===== config.mk =====
export PLATFORM = sky130hd
export DESIGN_NAME = seg7_scan_decoder
export DESIGN_NICKNAME = d
export VERILOG_FILES = /design/src/rtl/seg7_scan_decoder.sv
export SDC_FILE = /design/constraint.sdc
export NUM_CORES = 1
export LEC_CHECK = 0
export ABC_AREA = 1
export BUFFER_PORTS_ARGS = -buffer_cell sky130_fd_sc_hd__buf_2
export CAP_MARGIN = 20
export CORE_AREA = 4 4 95 142
export CTS_CLUSTER_SIZE = 20
export DETAILED_ROUTE_END_ITERATION = 7
export DIE_AREA = 0 0 99 146
export MAX_ROUTING_LAYER = met4
export PLACE_DENSITY = 0.52
export SLEW_MARGIN = 10
export SYNTH_ARGS = -nofsm -noshare
export SYNTH_HDL_FRONTEND = slang
export SYNTH_SLANG_ARGS = --single-unit

===== constraint.sdc =====
create_clock -name clk -period 4.7 [get_ports clk]
set_clock_uncertainty 0.15 [all_clocks]
set_input_delay 0.94 -clock clk [delete_from_list [all_inputs] [get_ports clk]]
set_output_delay 0.94 -clock clk [all_outputs]
set_load 0.02 [all_outputs]

===== src/rtl/seg7_scan_decoder.sv =====
`default_nettype none
// ============================================================================
// Module : seg7_scan_decoder
// Brief  : Watches a multiplexed active-low 7-segment bus with one-hot digit
//          select and decodes each displayed digit back to a hex nibble.
//          A bus word is accepted once it has been stable long enough, and is
//          written once per stable period into a per-digit register.
// Rev    : 1.0  initial release
// ============================================================================
module seg7_scan_decoder #(
    parameter int NUM_DIGITS    = 6,
    parameter int STABLE_CYCLES = 4
) (
    input  logic                    clk,
    input  logic                    rst_n,
    input  logic [6:0]              seg_n_i,
    input  logic [NUM_DIGITS-1:0]   dig_sel_i,
    input  logic                    clear_i,
    output logic [4*NUM_DIGITS-1:0] value_o,
    output logic [NUM_DIGITS-1:0]   digit_valid_o,
    output logic                    update_o,
    output logic                    err_o,
    output logic                    err_seen_o
);

    localparam int                    WORD_W     = NUM_DIGITS + 7;
    // cnt counts prior equal samples; the current equal sample makes the total
    localparam logic [7:0]            ACCEPT_CNT = 8'(STABLE_CYCLES - 1);
    localparam logic [NUM_DIGITS-1:0] SEL_ONE    = NUM_DIGITS'(1);

    typedef enum logic [1:0] {
        ST_IDLE   = 2'd0,
        ST_SETTLE = 2'd1,
        ST_HELD   = 2'd2
    } state_t;

    logic [WORD_W-1:0]       meta_q;
    logic [WORD_W-1:0]       sync_q;   // synced word s
    logic [WORD_W-1:0]       prev_q;   // previous synced word p
    logic [7:0]              cnt_q;
    logic [7:0]              cnt_d;
    state_t                  state_q;
    state_t                  state_d;
    logic                    accept;

    logic [NUM_DIGITS-1:0]   s_sel;
    logic [6:0]              s_seg;
    logic                    s_stable;
    logic                    sel_multi;
    logic                    seg_blank;
    logic                    dec_hit;
    logic [3:0]              dec_nib;
    logic                    cap_err;

    logic [4*NUM_DIGITS-1:0] value_q;
    logic [NUM_DIGITS-1:0]   valid_q;
    logic                    update_q;
    logic                    err_q;
    logic                    err_seen_q;

    assign s_sel     = sync_q[WORD_W-1:7];
    assign s_seg     = sync_q[6:0];
    assign s_stable  = (sync_q == prev_q);
    assign sel_multi = ((s_sel & (s_sel - SEL_ONE)) != '0);
    assign seg_blank = (s_seg == 7'h7F);
    assign cap_err   = sel_multi || (!dec_hit && !seg_blank);

    // Two-flop synchroniser on the whole bus word plus one-word history
    always_ff @(posedge clk or negedge rst_n) begin
        if (!rst_n) begin
            meta_q <= '0;
            sync_q <= '0;
            prev_q <= '0;
        end else begin
            meta_q <= {dig_sel_i, seg_n_i};
            sync_q <= meta_q;
            prev_q <= sync_q;
        end
    end

    // Stability counter: restarts on any change, saturates at its maximum
    always_comb begin
        cnt_d = cnt_q;
        if (clear_i || !s_stable) begin
            cnt_d = '0;
        end else if (cnt_q != 8'hFF) begin
            cnt_d = cnt_q + 8'd1;
        end
    end

    // Counter and state registers
    always_ff @(posedge clk or negedge rst_n) begin
        if (!rst_n) begin
            cnt_q   <= '0;
            state_q <= ST_IDLE;
        end else begin
            cnt_q   <= cnt_d;
            state_q <= state_d;
        end
    end

    // Next-state logic; accept marks the cycle in which a capture is taken
    always_comb begin
        state_d = state_q;
        accept  = 1'b0;
        case (state_q)
            ST_IDLE: begin
                if (s_sel != '0) state_d = ST_SETTLE;
            end
            ST_SETTLE: begin
                if (s_sel == '0) begin
                    state_d = ST_IDLE;
                end else if (s_stable && (cnt_q >= ACCEPT_CNT)) begin
                    accept  = 1'b1;
                    state_d = ST_HELD;
                end
            end
            ST_HELD: begin
                if (s_sel == '0) begin
                    state_d = ST_IDLE;
                end else if (!s_stable) begin
                    state_d = ST_SETTLE;
                end
            end
            default: state_d = ST_IDLE;
        endcase
        if (clear_i) begin
            state_d = ST_IDLE;
            accept  = 1'b0;
        end
    end

    // Segment pattern to nibble lookup on the synced segment field
    always_comb begin
        dec_hit = 1'b1;
        dec_nib = 4'h0;
        case (s_seg)
            7'h40: dec_nib = 4'h0;
            7'h79: dec_nib = 4'h1;
            7'h24: dec_nib = 4'h2;
            7'h30: dec_nib = 4'h3;
            7'h19: dec_nib = 4'h4;
            7'h12: dec_nib = 4'h5;
            7'h02: dec_nib = 4'h6;
            7'h78: dec_nib = 4'h7;
            7'h00: dec_nib = 4'h8;
            7'h18: dec_nib = 4'h9;
            7'h08: dec_nib = 4'hA;
            7'h03: dec_nib = 4'hB;
            7'h46: dec_nib = 4'hC;
            7'h21: dec_nib = 4'hD;
            7'h06: dec_nib = 4'hE;
            7'h0E: dec_nib = 4'hF;
            default: dec_hit = 1'b0;
        endcase
    end

    // Capture registers; clear wins over a capture in the same cycle
    always_ff @(posedge clk or negedge rst_n) begin
        if (!rst_n) begin
            value_q    <= '0;
            valid_q    <= '0;
            update_q   <= 1'b0;
            err_q      <= 1'b0;
            err_seen_q <= 1'b0;
        end else if (clear_i) begin
            value_q    <= '0;
            valid_q    <= '0;
            update_q   <= 1'b0;
            err_q      <= 1'b0;
            err_seen_q <= 1'b0;
        end else begin
            update_q <= accept && !sel_multi;
            err_q    <= accept && cap_err;
            if (accept && cap_err) err_seen_q <= 1'b1;
            // Multi-hot select never writes; a one-hot select writes one digit
            if (accept && !sel_multi) begin
                for (int k = 0; k < NUM_DIGITS; k++) begin
                    if (s_sel[k]) begin
                        if (dec_hit) begin
                            value_q[4*k +: 4] <= dec_nib;
                        end else if (seg_blank) begin
                            value_q[4*k +: 4] <= 4'h0;
                        end
                        valid_q[k] <= dec_hit;
                    end
                end
            end
        end
    end

    assign value_o       = value_q;
    assign digit_valid_o = valid_q;
    assign update_o      = update_q;
    assign err_o         = err_q;
    assign err_seen_o    = err_seen_q;

endmodule
`default_nettype wire

==> impl_metrics.csv, run 1 <==
group,metric,value,unit
worst_setup_path,end_kind,"register",
clock_tree,cts-htree-levels,3,
outcome,status,"complete, no violations",
worst_setup_path,cp_slowest_cell,"nand3_2",
timing,timing.fmax,0.397,GHz
drt,routed_wl,7.58,mm
worst_setup_path,critPathTopFamily,"simple AND/OR/NAND/NOR gates",
worst_setup_path,cp_max_fo,30,
global_routing,grt_use_total,0.116,
global_routing,grt_max_degree,83,
logic_synthesis,synth_seq_area_share,0.567,
drt,drt_iter0_drc,169,
worst_setup_path,crit_path_max_incr_delay,610,ps
worst_setup_path,worstPathCellList,"inv_2, nand3_2, inv_2, nand3_1, nand3_1, nor2_2, nand2_1, nor2_2, nand3_2, nand3_1, nand2_1",
placement,io_buffers,48,
clock_tree,clock-root-buffer,"clkbuf_16",
logic_synthesis,yosysTopAreaCell,"dfrtp_1",
power_and_ir_drop,p_switching,0.000379,W
clock_tree,cts-buffers-inserted,9,
logic_synthesis,async_flop_share,1.00,
power_and_ir_drop,vdd_ir_drop_max,0.149,mV
worst_setup_path,critPathArrivalTime,2580,ps
drt,drc,0,
logic_synthesis,synth_most_common_cell,"nand2_1",
placement,dpl_cell_area,0.00403,mm²
power_and_ir_drop,seqPwrFrac,0.505,
placement,gp_congestion,0.898,
global_routing,grt_pass1_vias,2724,
cells_and_area,fin_area,0.00430,mm²
worst_setup_path,cp.required,4760,ps
placement,dp.cells,591,
timing,relSlewSlack,0.483,
clock_tree,ctsHoldBuffers,0,
power_and_ir_drop,switching_share,0.250,
floorplanning,core,0.0123,mm²
cells_and_area,diodes,0,
worst_setup_path,critPathKind,"reg2reg",
drt,wl_met1,3.15,mm
placement,dp_hpwl,5.58,mm
run,drv_cap,0,
power_and_ir_drop,power_leakage,2.22,nW
logic_synthesis,synth_nets,409,
power_and_ir_drop,design_power_total,0.00151,W
logic_synthesis,synth_common_cells,"nand2_1, dfrtp_1, nand3_1",
timing,fin_ws,2180,ps
logic_synthesis,ys.flop_type,"dfrtp_1",
floorplanning,row_count,50,
worst_setup_path,r2r_cells,11,
global_routing,grt-ovfl-total,0,
global_routing,grt_first_pass_wirelength,13.2,mm
hold_path,hp-class,"reg2reg",
worst_setup_path,start_kind,"register",
power_and_ir_drop,power.share.combinational,0.098,
cells_and_area,final_cells,605,
clock_tree,clock_sinks,82,
logic_synthesis,syn_area,0.00362,mm²
drt,route.top_layer_used,"met4",
worst_setup_path,path_buf_inv,2,
worst_setup_path,cp.depth,11,
cells_and_area,fin_nets,464,
hold_path,hold-path-cell-count,0,
timing,setup_viol,0,
drt,avgViaCountPerCell,4.50,
logic_synthesis,ys_types,34,
clock_tree,cts_resized,0,
drt,met2_length,3.90,mm
logic_synthesis,synthTopCellsByArea,"dfrtp_1, nand2_1, nand3_1",
drt,ant_nets,0,
timing,finalHoldViolations,0,
timing,period_needed,2520,ps
timing,worst_slew_pin_slew,775,ps
worst_setup_path,cp_common_cell,"nand3_1",
clock_tree,path_clk_slew,60,ps
logic_synthesis,synth_seq_cells,82,
floorplanning,dieHeight,146,µm
cells_and_area,area_delta_synth_final,18.9,%
drt,avgRoutedWirePerCell,12.5,µm
drt,vias,2721,
drt,wl_met3,374,µm
placement,dp_worst_setup_slack,2010,ps
cells_and_area,layout-drive-gt1-share,0.225,
floorplanning,initial_core_util,0.294,
power_and_ir_drop,clkPwrFrac,0.397,
timing,slew_viol_final,0,
logic_synthesis,syn_inst,392,
timing,rsz0062_at_grt,"false",
clock_tree,clkLatencyLatePin,330,ps
timing,fin_setup_tns,0,ps
timing,fin_crit_sh,0.536,
logic_synthesis,yosysWarnings,0,
power_and_ir_drop,internal_power,0.00113,W
clock_tree,cts_buffer_depth,2,
drt,dr.pass1.iters,4,
logic_synthesis,yosysTopAreaCellShare,0.567,
worst_setup_path,r2r_slack,2180,ps
logic_synthesis,syn_avg_cell_area,9.23,µm²
logic_synthesis,synth_edf_count,0,
floorplanning,die_x,99,µm
floorplanning,dieArea,0.0145,mm²
clock_tree,post_cts_buffers,0,
power_and_ir_drop,cellPowerDensity,351,mW/mm²
clock_tree,tritoncts,"built",
global_routing,antenna_found_initial,0,
floorplanning,io-pin-count,49,
-- power by group through the flow --
stage,sequential (W),combinational [W],clock [W]
6_report,0.000764,0.000148,0.000600
2_1_floorplan,0.000785,0.0000876,0
3_3_place_gp,0.000776,0.000145,0
3_5_place_dp,0.000777,0.000148,0
4_1_cts,0.000764,0.000149,0.000626
5_1_grt,0.000768,0.000169,0.000659
-- flip-flops by register name, summed over array words and instances (netlist names) --
signal	flops
value_o	24
meta_q	13
prev_q	13
sync_q	13
cnt_q	8
digit_valid_o	6
state_q	2
err_o	1
err_seen_o	1
update_o	1
-- per-stage QoR --
step / utilization / hold WS, ps
floorplan: - / 181
global placement: 0.327 / 183
detailed placement: 0.327 / 186
CTS: 0.347 / 199
global route: 0.349 / 201
finish: 0.349 / 195
-- layout make-up --
class	count	area, µm²
clock buffers	10	229
clock inverters	3	20.0
fillers	1258	8020
inverters	38	145
multi-input cells	267	1390
flip-flops and latches	82	2050
well taps	156	195
repair buffers	49	270
-- cell usage in the layout, fill, tap and decap left out, types with 2 or more instances in the layout --
cell | netlist | routed
nand2_1 | 120 | 120
nor3_1 | 8 | 8
nand3_2 | 8 | 8
nand4_1 | 6 | 6
xnor2_1 | 4 | 4
a211oi_1 | 2 | 2
dfrtp_1 | 82 | 82
buf_2 | 3 | 47
a21oi_1 | 10 | 10
o21ai_1 | 2 | 2
nor2_2 | 5 | 5
nand2_4 | 12 | 12
inv_1 | 30 | 30
inv_2 | 7 | 7
nor3_2 | 2 | 2
nand3_1 | 42 | 42
o21ai_0 | 7 | 7
xor2_1 | 2 | 2
nor2_1 | 25 | 25
clkinvlp_4 | 0 | 2
clkbuf_16 | 0 | 9
-- path summary, 6_finish.rpt --
path,from,to
worst max-delay path,sync_q[4]$_DFF_PN0_,value_o[21]$_DFFE_PN0P_
worst min-delay path,meta_q[8]$_DFF_PN0_,sync_q[8]$_DFF_PN0_
worst max register to register,sync_q[4]$_DFF_PN0_,value_o[21]$_DFFE_PN0P_
worst min register to register,meta_q[8]$_DFF_PN0_,sync_q[8]$_DFF_PN0_
max in group asynchronous,rst_n,cnt_q[1]$_DFFE_PN0P_
min in group asynchronous,rst_n,prev_q[7]$_DFF_PN0_
-- worst register-to-register path, stage by stage, from the launching register on --
cell	delay [ps]
dfrtp_1	480
inv_2	70
nand3_2	90
inv_2	60
nand3_1	80
nand3_1	120
nor2_2	120
nand2_1	70
nor2_2	160
nand3_2	610
nand3_1	320
nand2_1	80
-- cells by family (layout without fill, tap and decap cells) --
| family | after synthesis | count (layout) | share of synthesized area |
|---|---|---|---|
| DFF | 82 | 82 | 0.567 |
| AOI/OAI and AO/OA | 27 | 27 | 0.0456 |
| adders and majority gates | 1 | 1 | 0.00346 |
| xor gates and xnor gates | 6 | 6 | 0.0145 |
| buffers and inverters | 43 | 100 | 0.0484 |
| and+or+nand+nor | 233 | 233 | 0.321 |
-- layer usage --
layer / vias up / global-route usage
met1: 1268 / 0.132
met5: - / -
li1: 1379 / -
met4: 0 / 0.0451
met3: 12 / 0.0278
met2: 62 / 0.195
(Power assumes the default switching activity.)
==> run 2, diff against run 1 <==
==> constraint.sdc (replaced) <==
create_clock -name clk -period 2.6 [get_ports clk]
set_clock_uncertainty 0.15 [all_clocks]
set_input_delay 0.52 -clock clk [delete_from_list [all_inputs] [get_ports clk]]
set_output_delay 0.52 -clock clk [all_outputs]
set_load 0.02 [all_outputs]
==> run 2 against run 1 <==
Core utilization increased by 0.27 points. Non-clock buffer count increased by 3. Maximum frequency increased by 14%. Flip-flop and latch count unchanged. Register-to-register slack got worse by 1800 ps. Critical endpoint is now value_o[18]$_DFFE_PN0P_. Largest cell class unchanged. Largest power group unchanged. Highest routed layer unchanged.
==> impl_metrics.csv, run 2 (synthesis results as in run 1) <==
group,metric,value,unit
cells_and_area,area_delta_synth_final,19.8,%
power_and_ir_drop,power_leakage,2.24,nW
clock_tree,path_clk_slew,60,ps
drt,avgRoutedWirePerCell,12.5,µm
drt,ant_nets,0,
floorplanning,core,0.0123,mm²
worst_setup_path,cp_max_fo,30,
cells_and_area,fin_area,0.00434,mm²
worst_setup_path,critPathKind,"reg2reg",
drt,vias,2782,
global_routing,grt_first_pass_wirelength,12.9,mm
placement,io_buffers,48,
worst_setup_path,critPathArrivalTime,2270,ps
worst_setup_path,cp.required,2660,ps
drt,avgViaCountPerCell,4.55,
global_routing,antenna_found_initial,0,
cells_and_area,diodes,0,
global_routing,grt_max_degree,64,
drt,dr.pass1.iters,7,
cells_and_area,layout-drive-gt1-share,0.235,
power_and_ir_drop,design_power_total,0.00282,W
drt,drc,0,
outcome,status,"complete, no violations",
drt,drt_iter0_drc,133,
power_and_ir_drop,cellPowerDensity,651,mW/mm²
clock_tree,clock_sinks,82,
clock_tree,cts-htree-levels,3,
global_routing,grt_use_total,0.113,
timing,fin_setup_tns,0,ps
clock_tree,cts_buffer_depth,2,
clock_tree,tritoncts,"built",
worst_setup_path,cp_common_cell,"nand2_1",
floorplanning,row_count,50,
placement,gp_congestion,0.845,
timing,timing.fmax,0.453,GHz
floorplanning,die_x,99,µm
clock_tree,cts-buffers-inserted,9,
cells_and_area,fin_nets,467,
cells_and_area,final_cells,611,
floorplanning,dieHeight,146,µm
cells_and_area,final_common_cell,"nand2_1",
timing,slew_viol_final,0,
placement,dp_hpwl,5.68,mm
timing,finalHoldViolations,0,
placement,dp_worst_setup_slack,416,ps
clock_tree,clkLatencyLatePin,330,ps
timing,setup_viol,0,
placement,dp.cells,595,
global_routing,grt-ovfl-total,0,
clock_tree,cts_resized,0,
floorplanning,initial_core_util,0.294,
timing,fin_ws,395,ps
timing,fin_crit_sh,0.848,
placement,dpl_cell_area,0.00406,mm²
worst_setup_path,cp_slowest_cell,"dfrtp_1",
clock_tree,ctsHoldBuffers,0,
worst_setup_path,crit_path_max_incr_delay,460,ps
global_routing,grt_pass1_vias,2681,
cells_and_area,largest_reg_flops,24,
hold_path,hp-class,"in2async",
worst_setup_path,worstPathCellList,"nor2_1, inv_2, nor2_1, nand4_1, nand2_1, nor2_1, nand2_1, nor2_2, nand3_2, buf_4, nand2_4, nand2_1, nand2_1",
cells_and_area,mostFrequentLayoutCells,"nand2_1, dfrtp_1, buf_2",
clock_tree,post_cts_buffers,0,
power_and_ir_drop,vdd_ir_drop_max,0.262,mV
timing,rsz0062_at_grt,"false",
worst_setup_path,start_kind,"register",
timing,period_needed,2210,ps
timing,worst_slew_pin_slew,785,ps
worst_setup_path,end_kind,"register",
floorplanning,dieArea,0.0145,mm²
clock_tree,clock-root-buffer,"clkbuf_16",
drt,routed_wl,7.62,mm
floorplanning,io-pin-count,49,
timing,relSlewSlack,0.477,
run,drv_cap,0,
==> run 2: path summary, 6_finish.rpt <==
| check | from | to | slack [ps] | cells past startpoint |
|---|---|---|---|---|
| worst max-delay path | sync_q[2]$_DFF_PN0_ | value_o[18]$_DFFE_PN0P_ | 390 | 13 |
| worst min-delay path | rst_n | meta_q[10]$_DFF_PN0_ | 110 | 1 |
| worst max register to register | sync_q[2]$_DFF_PN0_ | value_o[18]$_DFFE_PN0P_ | 390 | 13 |
| worst min register to register | meta_q[8]$_DFF_PN0_ | sync_q[8]$_DFF_PN0_ | 200 | 0 |
| max in group asynchronous | rst_n | value_o[12]$_DFFE_PN0P_ | 1500 | 2 |
| min in group clk | dig_sel_i[1] | meta_q[8]$_DFF_PN0_ | 140 | 1 |
==> run 2: power by group <==
| group | switching (W) | internal [W] | total [W] | leakage [nW] |
|---|---|---|---|---|
| Clock | 0.000500 | 0.000676 | 0.00118 | 0.132 |
| Combinational | 0.000184 | 0.0000834 | 0.000267 | 1.06 |
| Sequential | 0.0000436 | 0.00134 | 0.00138 | 1.05 |
==> run 2: cell type report <==
| type | instances | area, µm² |
|---|---|---|
| Timing Repair Buffer | 52 | 273 |
| Tap cell | 156 | 195 |
| Inverter | 38 | 145 |
| Fill cell | 1252 | 7990 |
| Sequential cell | 82 | 2050 |
| Clock inverter | 5 | 37.5 |
| Multi-Input combinational cell | 267 | 1390 |
| Clock buffer | 11 | 243 |
==> run 2: metrics by stage <==
step / util / hold WS, ps
final: 0.352 / 112
after global routing: 0.352 / 126
after CTS: 0.352 / 132
after detailed placement: 0.329 / 185
after global placement: 0.329 / 182
after floorplan: - / 74.4
==> run 2: critical path: cells and delay by family (launching register included) <==
kind	cells	cell delay (ps)
simple gates	11	1070
buf+inv	2	420
flops	1	460
==> run 2: routing by layer <==
| layer | share of wire | global-route usage | vias up | wire length, µm |
|---|---|---|---|---|
| met2 | 0.52 | 0.191 | 69 | 3930 |
| met3 | 0.046 | 0.0264 | 13 | 348 |
| met4 | 0.017 | 0.0424 | 0 | 131 |
| met5 | 0 | - | - | 0 |
| met1 | 0.42 | 0.130 | 1314 | 3210 |
| li1 | - | - | 1386 | - |
==> run 3, diff against run 2 <==
==> constraint.sdc (replaced) <==
create_clock -name clk -period 2.18 [get_ports clk]
set_clock_uncertainty 0.15 [all_clocks]
set_input_delay 0.436 -clock clk [delete_from_list [all_inputs] [get_ports clk]]
set_output_delay 0.436 -clock clk [all_outputs]
set_load 0.02 [all_outputs]
==> run 3 against run 2 <==
Non-clock buffer count increased by 9. Clock-buffer cell count is 1 lower. Cell count up 1.5%. Largest power group unchanged. First-iteration DRC count rose by 11%. Sequential power up 20%. Hold slack got worse by 57 ps. Clock power grew 21%. Critical path type unchanged. Register-to-register slack worse by 200 ps. Largest cell class unchanged.
==> impl_metrics.csv, run 3 (synthesis results as in run 1) <==
group,metric,value,unit
worst_setup_path,cp_slowest_cell,"dfrtp_2",
cells_and_area,fillCellCount,1259,
worst_setup_path,r2r_slack,190,ps
worst_setup_path,critPathTopFamily,"simple AND/OR/NAND/NOR gates",
placement,io_buffers,48,
timing,setup_viol,0,
timing,finalHoldViolations,0,
floorplanning,core,0.0123,mm²
drt,avgViaCountPerCell,4.42,
clock_tree,cts_buffer_depth,2,
drt,routed_wl,7.35,mm
drt,drt_iter0_drc,147,
floorplanning,die_x,99,µm
global_routing,grt-ovfl-total,0,
drt,vias,2743,
cells_and_area,final_cells,620,
timing,fin_setup_tns,0,ps
run,drv_cap,0,
clock_tree,cts-buffers-inserted,9,
floorplanning,initial_core_util,0.294,
worst_setup_path,cp_common_cell,"nand3_1",
clock_tree,cts-htree-levels,3,
timing,relSlewSlack,0.727,
worst_setup_path,regToRegEndpoint,"value_o[20]$_DFFE_PN0P_",
power_and_ir_drop,cellPowerDensity,764,mW/mm²
timing,rsz0062_at_grt,"false",
worst_setup_path,rr_startpoint,"sync_q[5]$_DFF_PN0_",
drt,dr.pass1.iters,4,
timing,worst_slew_pin_slew,410,ps
power_and_ir_drop,p_switching,0.000889,W
clock_tree,clkLatencyLatePin,330,ps
outcome,status,"complete, no violations",
global_routing,grt_first_pass_wirelength,12.7,mm
cells_and_area,mostFrequentLayoutCells,"nand2_1, dfrtp_1, buf_2",
worst_setup_path,end_kind,"register",
worst_setup_path,r2r_cells,12,
hold_path,hp-class,"in2reg",
floorplanning,row_count,50,
clock_tree,clock-root-buffer,"clkbuf_16",
floorplanning,dieHeight,146,µm
power_and_ir_drop,vdd_ir_drop_max,0.333,mV
placement,dp_hpwl,5.58,mm
timing,timing.fmax,0.504,GHz
power_and_ir_drop,power.share.combinational,0.098,
power_and_ir_drop,seqPwrFrac,0.482,
clock_tree,clock_sinks,82,
drt,avgRoutedWirePerCell,11.9,µm
global_routing,grt_use_total,0.112,
clock_tree,path_clk_slew,60,ps
cells_and_area,layout-drive-gt1-share,0.274,
cells_and_area,largest_reg_flops,24,
floorplanning,dieArea,0.0145,mm²
worst_setup_path,cp_max_fo,20,
hold_path,worstHoldStart,"dig_sel_i[0]",
placement,dp.cells,603,
power_and_ir_drop,clkPwrFrac,0.419,
hold_path,hold-path-cell-count,1,
global_routing,antenna_found_initial,0,
power_and_ir_drop,design_power_total,0.00341,W
power_and_ir_drop,switching_share,0.260,
cells_and_area,fin_nets,476,
power_and_ir_drop,internal_power,0.00253,W
timing,fin_crit_sh,0.911,
cells_and_area,diodes,0,
floorplanning,io-pin-count,49,
placement,gp_congestion,0.868,
cells_and_area,final_common_cell,"nand2_1",
worst_setup_path,path_buf_inv,3,
timing,whs,55.1,ps
power_and_ir_drop,power_leakage,2.29,nW
worst_setup_path,start_kind,"register",
worst_setup_path,worstPathCellList,"inv_2, nand3_2, inv_2, nand3_1, nand3_1, nor2_2, nand2_1, nor2_2, nand3_4, buf_12, nand3_1, nand2_1",
timing,slew_viol_final,0,
drt,drc,0,
global_routing,grt_pass1_vias,2674,
cells_and_area,area_delta_synth_final,23.5,%
timing,period_needed,1990,ps
worst_setup_path,critPathKind,"reg2reg",
worst_setup_path,critPathArrivalTime,2060,ps
drt,ant_nets,0,
worst_setup_path,cp.required,2250,ps
hold_path,hold_end,"meta_q[7]$_DFF_PN0_",
global_routing,grt_max_degree,39,
clock_tree,tritoncts,"built",
worst_setup_path,crit_path_max_incr_delay,420,ps
run 3: cell types whose count changed in the layout (fill, tap and decap cells not counted), sizes merged:
cell and change:
inv +1, buf +8, clkbuf -1, dlygate4sd3 +1, clkinv +1, clkinvlp -1
run 3: routing by layer:
| metal | vias to the layer above | part of all wire | track usage |
|---|---|---|---|
| met5 | - | 0 | - |
| met4 | 0 | 0.015 | 0.0431 |
| met3 | 8 | 0.047 | 0.0317 |
| met2 | 52 | 0.51 | 0.180 |
| met1 | 1283 | 0.43 | 0.131 |
| li1 | 1400 | - | - |
run 3: how the worst max path moves through the flow:
stage	from	endpoint	slack [ps]	depth (start not counted)
final	sync_q[5]$_DFF_PN0_	value_o[20]$_DFFE_PN0P_	190	12
after global routing	sync_q[5]$_DFF_PN0_	value_o[16]$_DFFE_PN0P_	0.3	12
after CTS	sync_q[5]$_DFF_PN0_	value_o[20]$_DFFE_PN0P_	90	12
after detailed placement	sync_q[5]$_DFF_PN0_	value_o[20]$_DFFE_PN0P_	110	12
after global placement	sync_q[6]$_DFF_PN0_	value_o[21]$_DFFE_PN0P_	130	12
after floorplan	clear_i	value_o[10]$_DFFE_PN0P_	270	9
run 3: area by class of cell:
class	instances	area, µm²	area share
Clock buffer	10	239	0.0535
Clock inverter	6	50.0	0.0112
Inverter	38	145	0.0325
Multi-Input combinational cell	267	1410	0.315
Sequential cell	82	2060	0.462
Tap cell	156	195	0.0437
Timing Repair Buffer	61	368	0.0823
run 3: power groups by stage:
stage / registers [W] / clock network [W] / logic, W
floorplan: 0.00169 / 0 / 0.000189
global placement: 0.00167 / 0 / 0.000331
detailed placement: 0.00167 / 0 / 0.000337
CTS: 0.00165 / 0.00148 / 0.000340
global route: 0.00166 / 0.00155 / 0.000380
finish: 0.00165 / 0.00143 / 0.000335
run 3: metrics by stage:
stage	setup WS, ps	cell area (µm²)	util
after floorplan	269	3620	-
after global placement	132	4140	0.336
after detailed placement	107	4140	0.336
after CTS	89.5	4440	0.360
after global routing	0.287	4470	0.363
final	194	4470	0.363
run 3: what timing repair did:
item                                    4_1_cts  5_1_grt
buffers inserted                              0        0
hold buffers                                  1        0
resized for setup                             0       12
endpoints found under the hold margin        30        0
endpoints found under the setup margin        0       24
run 3: worst reg2reg max path: stages, from the launching register on:
cell and delay [ps]:
dfrtp_2 420, inv_2 70, nand3_2 110, inv_2 60
nand3_1 80, nand3_1 120, nor2_2 120, nand2_1 70
nor2_2 190, nand3_4 150, buf_12 190, nand3_1 100
nand2_1 60
